===== src/rtl/fetch_pkg.sv =====
// Shared types and defaults for the fetch/issue slice: FSM state encoding,
// reset PC and bubble word defaults, and the prefetch FIFO entry layout.
package fetch_pkg;

  typedef enum logic [1:0] {
    IDLE     = 2'd0,
    WAIT_ACK = 2'd1,
    DISCARD  = 2'd2
  } fetch_state_t;

  localparam logic [31:0] FETCH_RESET_PC = 32'hBFC00000;
  localparam logic [31:0] FETCH_NOP      = 32'h00000000;

  typedef struct packed {
    logic [31:0] instr;
    logic [31:0] pc;
  } fetch_entry_t;

endpackage


===== src/rtl/fetch_issue_unit_fifo.sv =====
// Prefetch FIFO (module fetch_fifo): DEPTH entries of {instr, pc}, with
// synchronous clear, simultaneous push/pop, and head/count/full/empty views.
module fetch_fifo
  import fetch_pkg::*;
#(
  parameter int DEPTH = 4
) (
  input  logic                     CLK,
  input  logic                     RESET,
  input  logic                     push,
  input  logic                     pop,
  input  logic                     clear,
  input  fetch_entry_t             push_data,
  output fetch_entry_t             head,
  output logic [$clog2(DEPTH):0]   count,
  output logic                     full,
  output logic                     empty
);

  localparam int AW = $clog2(DEPTH);
  localparam logic [AW:0] DEPTH_C = DEPTH[AW:0];

  fetch_entry_t    mem_q [DEPTH];
  logic [AW-1:0]   wr_ptr_q;
  logic [AW-1:0]   rd_ptr_q;
  logic            do_push;
  logic            do_pop;

  assign full    = (count == DEPTH_C);
  assign empty   = (count == '0);
  assign do_push = push && !full;
  assign do_pop  = pop && !empty;
  assign head    = mem_q[rd_ptr_q];

  // Pointer and occupancy bookkeeping; clear wins over any push/pop.
  always_ff @(posedge CLK or negedge RESET) begin
    if (!RESET) begin
      wr_ptr_q <= '0;
      rd_ptr_q <= '0;
      count    <= '0;
    end else if (clear) begin
      wr_ptr_q <= '0;
      rd_ptr_q <= '0;
      count    <= '0;
    end else begin
      if (do_push) wr_ptr_q <= wr_ptr_q + AW'(1);
      if (do_pop)  rd_ptr_q <= rd_ptr_q + AW'(1);
      case ({do_push, do_pop})
        2'b10:   count <= count + (AW+1)'(1);
        2'b01:   count <= count - (AW+1)'(1);
        default: count <= count;
      endcase
    end
  end

  // Entry storage carries data only, so it is left unreset.
  always_ff @(posedge CLK) begin
    if (do_push) mem_q[wr_ptr_q] <= push_data;
  end

endmodule


===== src/rtl/fetch_issue_unit.sv =====
// Fetch/issue unit: single-outstanding instruction fetch into a prefetch
// FIFO, issuing one instruction per cycle toward IF/ID with STALL/FLUSH.
// Optional macro FETCH_PERF_EN adds saturating Bubble_Count/Flush_Count.
module fetch_issue_unit
  import fetch_pkg::*;
#(
  parameter logic [31:0] RESET_PC = FETCH_RESET_PC,
  parameter int          DEPTH    = 4,
  parameter logic [31:0] NOP_WORD = FETCH_NOP
) (
  input  logic        CLK,
  input  logic        RESET,
  input  logic        STALL,
  input  logic        FLUSH,
  input  logic [31:0] FLUSH_PC,
  output logic        Mem_Req,
  output logic [31:0] Mem_Addr,
  input  logic        Mem_Ack,
  input  logic [31:0] Mem_Data,
  output logic [31:0] Instr1_OUT,
  output logic [31:0] Instr_PC_OUT,
  output logic [31:0] Instr_PC_Plus4
`ifdef FETCH_PERF_EN
  ,
  output logic [31:0] Bubble_Count,
  output logic [31:0] Flush_Count
`endif
);

  localparam int AW = $clog2(DEPTH);
  localparam logic [AW:0] DEPTH_C = DEPTH[AW:0];

  fetch_state_t state_q, state_d;
  logic         req_d;
  logic [31:0]  addr_d;
  logic [31:0]  pc_q, pc_d;
  logic         push;
  logic         pop;
  fetch_entry_t push_entry;
  fetch_entry_t head;
  logic [AW:0]  fifo_count;
  logic         fifo_full;
  logic         fifo_empty;

  logic         vld_p1;
  logic [31:0]  instr_p1;
  logic [31:0]  pc_p1;

  assign push_entry = '{instr: Mem_Data, pc: pc_q};
  assign pop        = !FLUSH && !STALL && !fifo_empty;

  fetch_fifo #(.DEPTH(DEPTH)) u_fifo (
    .CLK       (CLK),
    .RESET     (RESET),
    .push      (push),
    .pop       (pop),
    .clear     (FLUSH),
    .push_data (push_entry),
    .head      (head),
    .count     (fifo_count),
    .full      (fifo_full),
    .empty     (fifo_empty)
  );

  // Request FSM: one outstanding request; a flushed request is still waited
  // out in DISCARD so its late ack cannot be mistaken for a new fetch.
  always_comb begin
    state_d = state_q;
    req_d   = Mem_Req;
    addr_d  = Mem_Addr;
    pc_d    = pc_q;
    push    = 1'b0;
    case (state_q)
      IDLE: begin
        if (FLUSH) begin
          pc_d = FLUSH_PC;
        end else if (fifo_count < DEPTH_C) begin
          req_d   = 1'b1;
          addr_d  = pc_q;
          state_d = WAIT_ACK;
        end
      end
      WAIT_ACK: begin
        if (FLUSH) begin
          pc_d = FLUSH_PC;
          if (Mem_Ack) begin
            req_d   = 1'b0;
            state_d = IDLE;
          end else begin
            state_d = DISCARD;
          end
        end else if (Mem_Ack) begin
          push    = !fifo_full;
          pc_d    = pc_q + 32'd4;
          req_d   = 1'b0;
          state_d = IDLE;
        end
      end
      DISCARD: begin
        if (FLUSH) pc_d = FLUSH_PC;
        if (Mem_Ack) begin
          req_d   = 1'b0;
          state_d = IDLE;
        end
      end
      default: begin
        req_d   = 1'b0;
        state_d = IDLE;
      end
    endcase
  end

  // FSM state, fetch PC and registered memory request.
  always_ff @(posedge CLK or negedge RESET) begin
    if (!RESET) begin
      state_q  <= IDLE;
      Mem_Req  <= 1'b0;
      Mem_Addr <= '0;
      pc_q     <= RESET_PC;
    end else begin
      state_q  <= state_d;
      Mem_Req  <= req_d;
      Mem_Addr <= addr_d;
      pc_q     <= pc_d;
    end
  end

  // ---- issue stage p1: FLUSH forces a bubble, STALL holds, else pop head ----
  always_ff @(posedge CLK or negedge RESET) begin
    if (!RESET) begin
      vld_p1   <= 1'b0;
      instr_p1 <= '0;
      pc_p1    <= '0;
    end else if (FLUSH) begin
      vld_p1   <= 1'b0;
      instr_p1 <= NOP_WORD;
      pc_p1    <= '0;
    end else if (!STALL) begin
      if (!fifo_empty) begin
        vld_p1   <= 1'b1;
        instr_p1 <= head.instr;
        pc_p1    <= head.pc;
      end else begin
        vld_p1   <= 1'b0;
        instr_p1 <= NOP_WORD;
        pc_p1    <= '0;
      end
    end
  end

  // PC+4 is derived from the issued PC; a valid PC of 0 still yields 4.
  assign Instr1_OUT     = instr_p1;
  assign Instr_PC_OUT   = pc_p1;
  assign Instr_PC_Plus4 = vld_p1 ? (pc_p1 + 32'd4) : 32'd0;

`ifdef FETCH_PERF_EN
  function automatic logic [31:0] sat_inc(input logic [31:0] v);
    return (v == 32'hFFFF_FFFF) ? v : (v + 32'd1);
  endfunction

  // Saturating event counters for bubbles issued and flush cycles.
  always_ff @(posedge CLK or negedge RESET) begin
    if (!RESET) begin
      Bubble_Count <= '0;
      Flush_Count  <= '0;
    end else begin
      if (!STALL && !FLUSH && fifo_empty) Bubble_Count <= sat_inc(Bubble_Count);
      if (FLUSH) Flush_Count <= sat_inc(Flush_Count);
    end
  end
`else
  // Build without performance counters: no extra state.
`endif

endmodule


===== config.mk =====
export PLATFORM = sky130hd
export DESIGN_NAME = fetch_issue_unit
export DESIGN_NICKNAME = d
export VERILOG_FILES = /design/src/rtl/fetch_pkg.sv /design/src/rtl/fetch_issue_unit_fifo.sv /design/src/rtl/fetch_issue_unit.sv
export SDC_FILE = /design/constraint.sdc
export NUM_CORES = 1
export LEC_CHECK = 0
export CELL_PAD_IN_SITES_DETAIL_PLACEMENT = 0
export CELL_PAD_IN_SITES_GLOBAL_PLACEMENT = 1
export CORE_ASPECT_RATIO = 0.7
export CORE_UTILIZATION = 25
export CTS_BUF_LIST = sky130_fd_sc_hd__clkbuf_4 sky130_fd_sc_hd__clkbuf_8 sky130_fd_sc_hd__clkbuf_16
export CTS_CLUSTER_DIAMETER = 60
export DETAILED_ROUTE_END_ITERATION = 8
export PLACE_DENSITY_LB_ADDON = 0.1
export REMOVE_ABC_BUFFERS = 1
export SYNTH_ARGS = -nofsm -noshare
export SYNTH_HDL_FRONTEND = slang
export SYNTH_SLANG_ARGS = --single-unit

===== constraint.sdc =====
create_clock -name CLK -period 4.7 [get_ports CLK]
set_input_delay 0.94 -clock CLK [delete_from_list [all_inputs] [get_ports CLK]]
set_output_delay 0.94 -clock CLK [all_outputs]
set_load 0.01 [all_outputs]

==> results by group, run 1 <==
Global routing
  • Gr usage total: 13.9%
  • Initial antenna violation count: 0
  • Global route overflow: 0
  • First-pass GRT wire length: a little under 70 mm
  • Vias in the first global route: ~9,900
  • Pin count of the biggest net entering global routing: roughly 70

Floorplanning
  • I/O pin cnt: about 200
  • Die Ht: 215 um
  • Initial core utilization: 25.4%
  • Chip width: 306 um
  • Die area: 65,600 um^2
  • Core area: 63,500 um^2
  • Core Rows: slightly below 80

Yosys
  • Ranking of synthesized cells by area: edfxtp_1 (48%), dfrtp_1 (20%), mux4_2 (8.9%), a22o_1 (3.5%), mux2_2 (2.4%)
  • Ys Warns: 0
  • Synth Area in Adders: less than 1%
  • Register area share after synthesis: 69.2%
  • Main combinational cell family by area after synthesis: multiplexers
  • Compound-Gate Fraction of Synth Area: 7.29%
  • Top-area cell type share of the netlist area: between 40 and 50%
  • Mux cell area share after synthesis: 11.7%
  • Synth Cell Area: 16,200 um^2
  • Number of synthesized flops with an enable pin: 256
  • Synth Instances: 975
  • Count of cell types in the netlist: between 60 and 70
  • XOR/XNOR Fraction of Synth Area: 1.79%
  • Asr flop ratio synth: about a third
  • Most common flop cell mapped by yosys: edfxtp_1
  • Seq cells post-synth: between 300 and 400
  • Synth area leader: edfxtp_1
  • Synth Area in Simple Gates: 7.39%
  • Post-Syn Area per Cell: 16.6 um^2

Clock network
  • TritonCTS Buffers: between 40 and 50
  • Register clock-pin slew on the reported worst setup and hold paths: 60 ps
  • Worst-skew pair later-pin latency: 570 ps
  • Cts repair resizes: 0
  • H-tree Lvls: 2
  • Post-CTS Hold Buffers: 0
  • Root buffer cell: clkbuf_16
  • Clk sink count: 395
  • CTS max path bufs: 3
  • Post-CTS Setup Repair Bufs: 0
  • TritonCTS clock tree: done

Power and ir drop
  • Power density over the cells: 563 nW/um^2
  • Worst VDD drop: slightly above 200 uV
  • Leakage: 7.20 nW

Route
  • Vias: 9,436
  • WL met2: 20.2 mm
  • DR WL met3: 1.81 mm
  • First-pass iteration count of the detailed router: 4
  • Top layer reached by signal wires: met4
  • Starting DRC count in detailed routing: 505
  • ANT nets after route: 0
  • Met1 WL: 22.6 mm
  • DR WL/cell: 22.0 um
  • Routed wire length: 45.3 mm
  • Vias per inst: 4.59
  • Remaining DRCs: 0

Final layout
  • Most frequent cells in the layout: edfxtp_1 (256), clkdlybuf4s50_1 (196), dfrtp_1 (128)
  • Final nets: between 1,000 and 1,500
  • Fraction of layout cells with a size suffix above 1: 19.6%
  • N_diodes: 0
  • Most common cell after layout, fill and taps aside: edfxtp_1
  • Final non-filler cell total: 2,057
  • Synthesis-to-finish area growth: 29.2%

Placed design
  • Pre-CTS setup slack: between 1000 and 1500 ps
  • IO Port Bufs: 197
  • Placed cells: 1,972
  • Dpl hpwl: between 20 and 30 mm
  • Gpl congestion: ~0.74

Critical path
  • Worst EP arrival: 3360 ps
  • Worst setup SP type: flip-flop
  • WP data required: 3760 ps
  • FF-to-FF Start: state_q[1]
  • CP Class: flip-flop to output pin
  • Reg2Reg Setup Slack: about 2100 ps
  • Max FO, Critical Path: 8
  • FF-to-FF path depth: 6
  • Reg2reg end: u_fifo.mem_q[3][51]
  • CP Capture Type: output pin

Flow run
  • Max_cap viols: 0

STA
  • Final Hold Viols: 0
  • Slew margin rel.: 34.7%
  • Final count of pins violating max slew: 0
  • Tcrit/Tclk final: roughly nine tenths
  • Worst-margin pin slew: 980 ps
  • Final setup viols: 0
  • Peak Freq: between 200 and 250 MHz
  • Tmin final: 4300 ps
  • Setup ws final: 399 ps
  • Layout Skew: 19.3 ps
  • RSZ-0062 raised after global routing: false

Worst hold path
  • Type of the worst min-delay path: primary input to async pin

Outcome
  • Status: complete, no violations
-- metal layers --
layer	up-vias	track usage (%)
li1	4290	-
met3	51	2.59
met5	-	0
met2	174	20.8
met1	4921	20.4
met4	0	3.43
-- power by group --
| group | internal (mW) | switching, mW |
|---|---|---|
| Clock | 2.28 | 1.50 |
| Sequential | 4.40 | 0.752 |
| Combinational | 1.47 | 1.34 |
| Total | 8.15 | 3.59 |
-- through the flow --
| step | util [%] | instance area [um^2] | hold WS [ps] | total power [mW] | setup TNS, ps |
|---|---|---|---|---|---|
| 5_1_grt | 32.9 | 20900 | 452 | 12.4 | 0 |
| 3_3_place_gp | 30.3 | 19300 | 484 | 8.12 | 0 |
| 6_report | 32.9 | 20900 | 413 | 11.7 | 0 |
| 3_5_place_dp | 30.3 | 19300 | 492 | 8.12 | 0 |
| 2_1_floorplan | - | 15900 | 487 | 6.66 | -7070 |
| 4_1_cts | 32.9 | 20900 | 434 | 12.0 | 0 |
-- worst max path at each step --
stage                           from                  to  slack (ps)  depth (start not counted)
floorplan                      STALL     u_fifo.count[2]        -880                          8
global placement    Instr_PC_OUT[12]  Instr_PC_Plus4[31]        1030                          6
detailed placement  Instr_PC_OUT[12]  Instr_PC_Plus4[31]        1020                          6
CTS                 Instr_PC_OUT[12]  Instr_PC_Plus4[31]         370                          6
global route        Instr_PC_OUT[12]  Instr_PC_Plus4[31]         270                          6
finish              Instr_PC_OUT[12]  Instr_PC_Plus4[31]         400                          6
-- Yosys cell counts (11+ instances only) --
cell type,instances
buf_2,19
a21oi_1,34
nor2_1,36
and2_1,35
a22o_1,64
mux4_2,64
edfxtp_1,256
ha_1,11
o21ai_0,16
mux2_2,35
xnor2_1,26
nand2_1,34
nand4_1,18
inv_1,12
nand3_1,29
clkbuf_1,29
dfrtp_1,130
-- cell type report --
cell class,instances,area [um^2]
clock buffer,62,1330
tap,829,1040
sequential,395,11200
timing repair buffer,220,2250
clock inverter,23,275
multi-input combinational,516,4740
fill,6185,42600
inverter,12,45.0
-- logic make-up (layout without fill, tap and decap cells) --
group                    after synthesis  count (layout)
AND/OR/NAND/NOR                      207             207
multiplexers                         104             104
flip-flops                           395             395
XOR/XNOR                              33              33
buffers and inverters                 64             317
AO/OA/AOI/OAI                        160             160
adder cells (fa/ha/maj)               12              12
-- critical path: stages (launching register included) --
cell and delay, ps:
dfrtp_1 470, nand4_1 180, nor4_2 690, nand4_1 350
xnor2_1 220, and2_1 270, clkdlybuf4s50_1 590
-- state kept, by name, summed over array words and instances (netlist names) --
register and flops:
Instr1_OUT 32, Mem_Addr 32, state_q 2, Instr_PC_OUT 32
vld_p1 1, pc_q 32, Mem_Req 1, u_fifo.count 3
u_fifo.mem_q 256, u_fifo.rd_ptr_q 2, u_fifo.wr_ptr_q 2
Note: power is estimated with default switching activity, not from simulation.
==> run 2, diff against run 1 <==
--- a/config.mk
+++ b/config.mk
@@ -12,8 +12,10 @@
 export CTS_BUF_LIST = sky130_fd_sc_hd__clkbuf_4 sky130_fd_sc_hd__clkbuf_8 sky130_fd_sc_hd__clkbuf_16
 export CTS_CLUSTER_DIAMETER = 60
 export DETAILED_ROUTE_END_ITERATION = 8
-export PLACE_DENSITY_LB_ADDON = 0.1
+export MAX_ROUTING_LAYER = met4
+export PLACE_DENSITY = 0.55
 export REMOVE_ABC_BUFFERS = 1
+export SETUP_SLACK_MARGIN = 0.2
 export SYNTH_ARGS = -nofsm -noshare
 export SYNTH_HDL_FRONTEND = slang
 export SYNTH_SLANG_ARGS = --single-unit
==> results by group, run 2 (synthesis results as in run 1) <==
Route
  • Vias: 9,505 (+0.73%)
  • Starting DRC count in detailed routing: 656 (+30%)
  • DR WL/cell: 21.0 um (-4.7%)
  • Routed wire length: 43.0 mm (-4.9%)
  • Vias per inst: 4.63 (+0.98%)
  • First-pass iteration count of the detailed router: 5 (+1)
  • ANT nets after route: 0 (unchanged)
  • Remaining DRCs: 0 (unchanged)

Placed design
  • Placed cells: 1,967 (-0.25%)
  • Placed Area: 19,200 um^2 (-0.33%)
  • Dpl hpwl: 27.8 mm (-2.1%)
  • IO Port Bufs: 197 (unchanged)
  • Gpl congestion: 0.730 (-1.4%)

STA
  • Tmin final: 4190 ps (-112 ps)
  • Tcrit/Tclk final: 89.1% (-2.4 points)
  • Final Hold Viols: 0 (unchanged)
  • Slew margin rel.: 26.4% (-8.3 points)
  • Peak Freq: 239 MHz (+2.7%)
  • Final count of pins violating max slew: 0 (unchanged)
  • Worst-margin pin slew: 1100 ps (+124 ps)
  • Layout Skew: 19.5 ps (+0.133 ps)
  • Final setup viols: 0 (unchanged)
  • RSZ-0062 raised after global routing: false

Clock network
  • Clk sink count: 395 (unchanged)
  • Worst-skew pair later-pin latency: 570 ps (about the same)
  • TritonCTS Buffers: 45 (-2.2%)
  • Root buffer cell: clkbuf_16
  • Register clock-pin slew on the reported worst setup and hold paths: 60 ps (about the same)
  • TritonCTS clock tree: done
  • Post-CTS Setup Repair Bufs: 0 (unchanged)
  • Cts repair resizes: 0 (unchanged)
  • CTS max path bufs: 3 (unchanged)
  • H-tree Lvls: 2 (unchanged)
  • Post-CTS Hold Buffers: 0 (unchanged)

Critical path
  • Worst setup SP type: flip-flop
  • Reg2reg end: u_fifo.mem_q[1][34]
  • Cell family with most CP delay: simple AND/OR/NAND/NOR gates
  • FF-to-FF Start: state_q[1]
  • FF-to-FF path depth: 6 (unchanged)
  • CP Capture Type: output pin
  • Max FO, Critical Path: 8 (unchanged)
  • CP Buf/Inv Count: 1 (unchanged)
  • Max incr delay on CP: 890 ps (+200 ps)
  • CP Cell Sequence: nand3_1, nor3_2, nand4_1, xnor2_1, and2_1, clkdlybuf4s50_1
  • Worst EP arrival: 3250 ps (-110 ps)
  • CP Class: flip-flop to output pin
  • WP data required: 3760 ps (about the same)
  • CP max-delay cell: nor3_2
  • Reg2Reg Setup Slack: 2050 ps (-20 ps)

Global routing
  • First-pass GRT wire length: 64.4 mm (-4.8%)
  • Vias in the first global route: 9,791 (-0.95%)
  • Initial antenna violation count: 1 (+1)
  • Gr usage total: 13.5% (-0.33 points)
  • Global route overflow: 0 (unchanged)
  • Pin count of the biggest net entering global routing: 88 (+28%)

Final layout
  • Max reg flops: 256 (unchanged)
  • Top reg by flops: u_fifo.mem_q
  • Final non-filler cell total: 2,052 (-0.24%)
  • Fraction of layout cells with a size suffix above 1: 19.2% (-0.39 points)
  • Synthesis-to-finish area growth: 28.7%
  • Final nets: 1,266 (-0.47%)
  • Design Area, Final: 20,800 um^2 (-0.35%)
  • Most common cell after layout, fill and taps aside: edfxtp_1
  • Most frequent cells in the layout: edfxtp_1 (256), clkdlybuf4s50_1 (196), dfrtp_1 (128)

Power and ir drop
  • Worst VDD drop: 267 uV (+30%)
  • Leakage: 7.17 nW (-0.38%)
  • Power density over the cells: 563 nW/um^2 (about the same)

Floorplanning
  • I/O pin cnt: 198 (unchanged)
  • Die Ht: 215 um (unchanged)
  • Chip width: 306 um (unchanged)
  • Core Rows: 77 (unchanged)
  • Initial core utilization: 25.4% (unchanged)
  • Core area: 63,500 um^2 (unchanged)
  • Die area: 65,600 um^2 (unchanged)

Outcome
  • Status: complete, no violations

Flow run
  • Max_cap viols: 0 (unchanged)

Worst hold path
  • Type of the worst min-delay path: primary input to async pin
[run 2: worst register-to-register path, cell delays in order (launching register included)]
cell and delay (ps):
dfrtp_1 450, inv_1 140, ha_1 220, nand3b_1 160, nor2_2 380, and2_4 590
buf_12 350
[run 2: final cells by class]
| type | instances | area, um^2 |
|---|---|---|
| Clock buffer | 66 | 1320 |
| Tap cell | 829 | 1040 |
| Inverter | 12 | 45.0 |
| Antenna cell | 1 | 2.50 |
| Clock inverter | 18 | 280 |
| Multi-Input combinational cell | 516 | 4740 |
| Timing Repair Buffer | 215 | 2180 |
| Sequential cell | 395 | 11200 |
| Fill cell | 6093 | 42700 |
[run 2: stage by stage]
| step | util (%) | setup TNS [ps] | power, mW | setup WS (ps) | hold slack, ps |
|---|---|---|---|---|---|
| final | 32.7 | 0 | 11.7 | 510 | 435 |
| after global routing | 32.7 | 0 | 12.3 | 241 | 521 |
| after floorplan | - | -7070 | 6.66 | -883 | 487 |
| after detailed placement | 30.2 | 0 | 8.10 | 1040 | 492 |
| after global placement | 30.2 | 0 | 8.07 | 1090 | 488 |
| after CTS | 32.7 | 0 | 11.9 | 504 | 509 |
[run 2: worst max-delay path by stage]
stage,from,endpoint,slack (ps),cells after the start
5_1_grt,Instr_PC_OUT[4],Instr_PC_Plus4[27],240,6
4_1_cts,Instr_PC_OUT[4],Instr_PC_Plus4[27],500,6
3_5_place_dp,FLUSH,u_fifo.mem_q[3][59],1040,5
2_1_floorplan,STALL,u_fifo.count[2],-880,8
3_3_place_gp,FLUSH,u_fifo.mem_q[2][61],1090,5
6_report,Instr_PC_OUT[4],Instr_PC_Plus4[27],510,6
[run 2: power breakdown]
part | switching [mW] | leakage, nW | internal, mW
Sequential | 0.776 | 4.05 | 4.40
Combinational | 1.33 | 2.33 | 1.46
Clock | 1.44 | 0.793 | 2.30
[run 2: metal layers]
layer  track usage (%)  vias to the layer above  wire [um]
met3              2.94                       49       2180
met4              3.10                        0        625
met5                 -                        -          0
met2              20.3                      208      19700
met1              18.7                     4965      20600
li1                  -                     4283          -
